--- config.mk ---
export PLATFORM = sky130hd
export DESIGN_NAME = hc191_counter
export DESIGN_NICKNAME = d
export VERILOG_FILES = /design/src/rtl/hc191_counter.sv
export SDC_FILE = /design/constraint.sdc
export NUM_CORES = 1
export LEC_CHECK = 0
export ABC_AREA = 1
export ABC_CLOCK_PERIOD_IN_PS = 1700
export CORE_AREA = 5 5 42 44
export CTS_CLUSTER_DIAMETER = 80
export CTS_CLUSTER_SIZE = 16
export DETAILED_ROUTE_END_ITERATION = 6
export DIE_AREA = 0 0 47 49
export PLACE_DENSITY = 0.57
export SLEW_MARGIN = 20
export SYNTH_ARGS = -nofsm -noshare
export SYNTH_HDL_FRONTEND = slang
export SYNTH_SLANG_ARGS = --single-unit
export TNS_END_PERCENT = 10
--- constraint.sdc ---
create_clock -name CP -period 1.7 [get_ports CP]
set_input_delay 0.17 -clock CP [delete_from_list [all_inputs] [get_ports CP]]
set_output_delay 0.17 -clock CP [all_outputs]
set_load 0.03 [all_outputs]
--- src/rtl/hc191_counter.sv ---
// hc191_counter: presettable synchronous up/down binary counter with terminal-count
// and ripple-carry outputs, cascadable by chaining RCN into the next stage's CEN.
//   CP   - clock, all state changes on its rising edge (except reset)
//   MRN  - asynchronous master reset, active-low, forces Q to zero
//   PLN  - synchronous parallel load, active-low, highest priority on an edge
//   CEN  - count enable, active-low
//   UD   - count direction, 0 = up, 1 = down
//   D    - parallel load data
//   Q    - registered counter state
//   TC   - terminal count, high at all-ones counting up or zero counting down
//   RCN  - ripple-carry enable for the next stage, active-low
module hc191_counter #(
    parameter int WIDTH = 4
) (
    input  logic             CP,
    input  logic             MRN,
    input  logic             PLN,
    input  logic             CEN,
    input  logic             UD,
    input  logic [WIDTH-1:0] D,
    output logic [WIDTH-1:0] Q,
    output logic             TC,
    output logic             RCN
);
    localparam logic [WIDTH-1:0] ONE = WIDTH'(1);

    always_ff @(posedge CP or negedge MRN)
        if (!MRN)
            Q <= '0;
        else if (!PLN)
            Q <= D;
        else if (!CEN)
            Q <= UD ? Q - ONE : Q + ONE;

    // TC depends on the live UD, so a direction change is reflected before the edge.
    always_comb begin
        TC  = UD ? (Q == '0) : (&Q);
        RCN = ~(TC & ~CEN);
    end
endmodule

==> Yosys cells after proc, flatten, opt, wreduce, memory -nomap -nowiden <==
Cells that the tools add are included.
{ "totals": {"reg_bits": 4, "in_bits": 9, "output_inout_bits": 6} }
{ "op_classes": {"addsub": 2, "eq_ne": 1, "n_mux": 4, "bitwise_logic": 3, "reduce_logical": 2} }
{ "ops": {"columns": ["op", "count"], "rows": [
  ["2-to-1 mux 4 bit", 3],
  ["adder 4 x 1 -> 4 bit, second input constant", 1],
  ["zero test 4 bit", 1],
  ["AND reduction 4 bit", 1],
  ["subtractor 4 x 1 -> 4 bit, second input constant", 1],
  ["inequality test 2 bit, second input constant", 1],
  ["NOT 1 bit", 2],
  ["AND 1 bit", 1],
  ["2-to-1 mux 1 bit", 1]
]} }

==> Depth between registers and ports, before layout <==
{ "depth": {"word_depth": 4, "depth_mapped": 7} }

==> Worst setup path after synthesis <==
OpenSTA, ideal clock, no wires.
{ "synth_timing": {"kind": "register to output", "start": "register Q[0]", "end": "output RCN", "arrival_time_ns": 1.338, "path_slack_ns": 0.192, "path_stages_with_launch": 4, "n_path_buf": 0, "cell_sequence": "dfrtp_1 nand3_1 o21ai_2 nand2_1"} }
{ "synth_via": {"elab_chain_len": 4, "elab_cells_between_ends": 5} }
{ "synth_rtl": {"columns": ["element", "line_no", "source"], "rows": [
  ["from (decl)", "21", "output logic [WIDTH-1:0] Q,"],
  ["from (signal assigned)", "33", "Q <= UD ? Q - ONE : Q + ONE;"],
  ["AND reduction 4 bit or zero test 4 bit (tied branches)", "37", "TC = UD ? (Q == '0) : (&Q);"],
  ["2-to-1 mux 1 bit (*)", "37", null],
  ["via TC", "22", "output logic TC,"],
  ["AND 1 bit (*)", "38", "RCN = ~(TC & ~CEN);"],
  ["NOT 1 bit (*)", "38", null],
  ["to (decl)", "23", "output logic RCN"]
]} }
The timed path passes the listed nets; every way through them passes the cells marked *.

==> Final worst setup path <==
{ "layout_timing": {"start": "register Q[0]", "end": "output Q[0]"} }
No word-level cell between the ends.

==> out/results.txt <==
The run finished with clean final reports. The delay contributed by the slowest stage of the critical path is 720 ps, and the number of buffers added by the clock tree synthesis step is 3. After synthesis, the largest area contributor takes up 30.3% of total cell area. The arrival time reported for the critical path endpoint was 1420 ps. The signal on the critical path passes through clkdlybuf4s50_1. The class of the most critical hold timing path was in -> async.

The pin count of the biggest net entering global routing is 8, and the number of placement rows is 14. The final antenna-violating net count is 0, and the distinct cell type count after synthesis is 14. For the achievable clock frequency, the log shows 0.630 GHz.

In the final layout, flip-flops and latches occupy 100 um^2. The cell at the root of the clock tree is clkbuf_4. The number of nets in the finished design was 79; the buffer and inverter count on the worst path was 1. Detailed placement finished with a half-perimeter wire length of 692 um.

The clock transition time at the flip-flop clock pins of the worst setup and hold paths was 40 ps. The wire length per cell was 10.2 um; the data required time at the worst endpoint was 1530 ps. Chip width: 47 um. In this run the post-CTS setup repair buffer count came out at 0. The number of nets in the synthesized netlist is 60.

In this run the tightest slew margin relative to its limit is 79.1%. The clock drives 4 sinks. The tools report the wire length of the first global-routing pass as 1.44 mm. The tools report the count of routing violations after the opening detailed-route iteration as 7.

The startpoint identified for the worst register-to-register timing path is Q[0]$_DFFE_PN0P_. Averaged over all synthesized cells, the footprint is 6.88 um^2. TritonCTS built the clock tree. The synthesized netlist devotes 11.4% of its cell area to compound gates. After detailed routing, the number of remaining DRC violations is 0.

The area of the multi-input gates was 189 um^2; the number of buffers inserted by port buffering was 14. For the share of synthesized area occupied by flip-flops and latches, the log shows 30.3%. The fraction of final layout cells with drive strength greater than 1 came out at 9.23%. Setup violations remaining at the end of the flow were counted as 0. The tools report the via count of the first global-routing pass as 351.

Of the total synthesized cell area, the portion taken by AND, OR, NAND and NOR gates is 29.5%. Counting the fill cells in the layout gives 172. Placer congestion estimate: 0.807.

The master of the slowest instance on the critical path is clkdlybuf4s50_1. Setup repair after global routing left no endpoint under its margin. The transition time at the pin with the least slew margin is 313 ps.

Timing analysis after detailed placement gives a worst setup slack of 109 ps. The post-synthesis cell area was 330 um^2. The number of slew-limit violations in the final report was 0; the final worst-path cycle share was 93.4%. Starting density of the core: 23.6%. The quantity of hold-fixing buffers added after cts is 0, and the via count of the routed design is 351. The floorplan step set the die height to 49 um.

The worst IR drop on VDD came out at 0.404 mV. The routed design could run at a clock period as short as 1590 ps. The worst setup path is of the reg -> out kind. The relative area change from synthesis to final layout was 53.8%. Sorting the synthesized cells by area gives the leading types as dfrtp_1 30%, nand2_1 20%, inv_1 13%, ha_1 7.6%, fa_1 6.1%.

The kind of cell with the highest combined delay along the critical path is buffers and inverters. The number of iterations in the first detailed-routing pass came out at 4. Of all nets on the critical path, the largest fanout is 7. For the setup slack of the worst register-to-register path, the log shows 310 ps.

The synthesized netlist devotes 13.6% of its cell area to adder and majority cells. The flip-flop count of the largest register, all copies and words added is 4. The synthesized design spends more area on one cell type than any other, namely dfrtp_1. The analysis attributes to cell leakage a power of 0.265 nW.

The endpoint identified for the worst register-to-register timing path is Q[2]$_DFFE_PN0P_. After detailed routing, the number of vias per cell comes to 4.33. Power spread over the standard cell area amounts to 819 nW/um^2.

After Yosys synthesis, XOR and XNOR cells account for 2.65% of the synthesized area. The power after layout was 416 uW; the setup TNS after final layout was 0 ps. The warning count from the yosys run is 0, and the share of synthesized area spent on multiplexers is 0%. The register with the most flip-flops in the final layout is Q.

Once the clock tree was built, the resizer swapped 0 gates to a different size. The area of the placeable core was 1400 um^2; the total die area was 2300 um^2. The combinational family with the most area after synthesis was simple AND/OR/NAND/NOR gates. Synthesis inferred 4 register bits. The run gives 0 as the number of hold-slack violations in the final timing report. Number of levels the H-tree was split into: 1. Global routing consumed, over all layers together, 8.85% of the routing resources.

The most common library cell in the layout ignoring fill and taps was nand2_1. The sort of element at the start of the critical path is a flop. The logs give 0 for the count of antenna diodes in the layout and 230 ps for the latest clock arrival within the worst-skew pair. The worst setup path is captured at a primary output. The synthesized instance count was 48. For the worst flop-to-flop path, the logic depth is 4.

The initial antenna violation count is 0. The tools report the post-detailed-routing wire length as 828 um. The tool flagged a number of max-cap violations equal to 0. The largest registers in the layout are Q: 4 flops.

The top cell types in the final layout, fill and taps aside, are 18 x nand2_1, 12 x clkdlybuf4s50_1, 11 x inv_1. 15 I/O pins were placed. Summed over all layers, the global routing overflow is 0. Counting along the longest clock path gives a buffer depth of 2. After layout, the worst setup slack is 113 ps. For the clock skew, the log shows 1.60 ps.
worst register-to-register path: cells and delay by family (launching register included):
family	cells	cell delay, ps
AOI/OAI and AO/OA	1	150
buffers and inverters	1	100
xor gates and xnor gates	1	150
adders and majority gates	1	440
DFF	1	460
report_power, final:
group | leakage, nW | switching (mW) | internal, mW
sequential | 0.0483 | 0.0191 | 0.109
combinational | 0.203 | 0.0950 | 0.0778
clock | 0.0138 | 0.0362 | 0.0788
total | 0.265 | 0.150 | 0.266
stage by stage:
stage	utilization, %	std cells	area [um^2]	hold slack (ps)
after floorplan	-	48	330	-126
after global placement	34.6	78	485	386
after detailed placement	34.6	78	485	390
after CTS	36.3	81	508	139
after global routing	36.3	81	508	149
final	36.3	81	508	140
layer usage:
metal  routed length [um]  global-route usage, %
met5                    0                      0
met4                    0                   2.76
met3                   75                   5.90
met2                  382                   12.9
met1                  371                   10.3
kinds of logic after synthesis:
family                   count (synthesis)
AO/OA/AOI/OAI                            5
adder cells (fa/ha/maj)                  3
flip-flops                               4
AND/OR/NAND/NOR                         24
XOR/XNOR                                 1
buffers and inverters                   11
worst max-delay path by stage:
stage,cells past startpoint,startpoint,endpoint
6_report,1,Q[0]$_DFFE_PN0P_,Q[0]
5_1_grt,1,Q[0]$_DFFE_PN0P_,Q[0]
4_1_cts,1,Q[0]$_DFFE_PN0P_,Q[0]
3_5_place_dp,5,UD,Q[2]$_DFFE_PN0P_
3_3_place_gp,5,UD,Q[2]$_DFFE_PN0P_
2_1_floorplan,3,Q[0]$_DFFE_PN0P_,RCN
final cells by class:
class	count	area share, %
Tap cell	16	3.94
Clock buffer	3	4.43
Timing Repair Buffer	14	26.6
Multi-Input combinational cell	33	37.2
Sequential cell	4	19.7
Inverter	11	8.13
synth_stat cells (all sizes together):
cell and n:
nand2 18, ha 2, o221ai 1, nor2 1, o211ai 2, or2 1, dfrtp 4, xor2 1
nand3 3, nor3 1, fa 1, inv 11, o21ai 2
(Power assumes the default switching activity.)
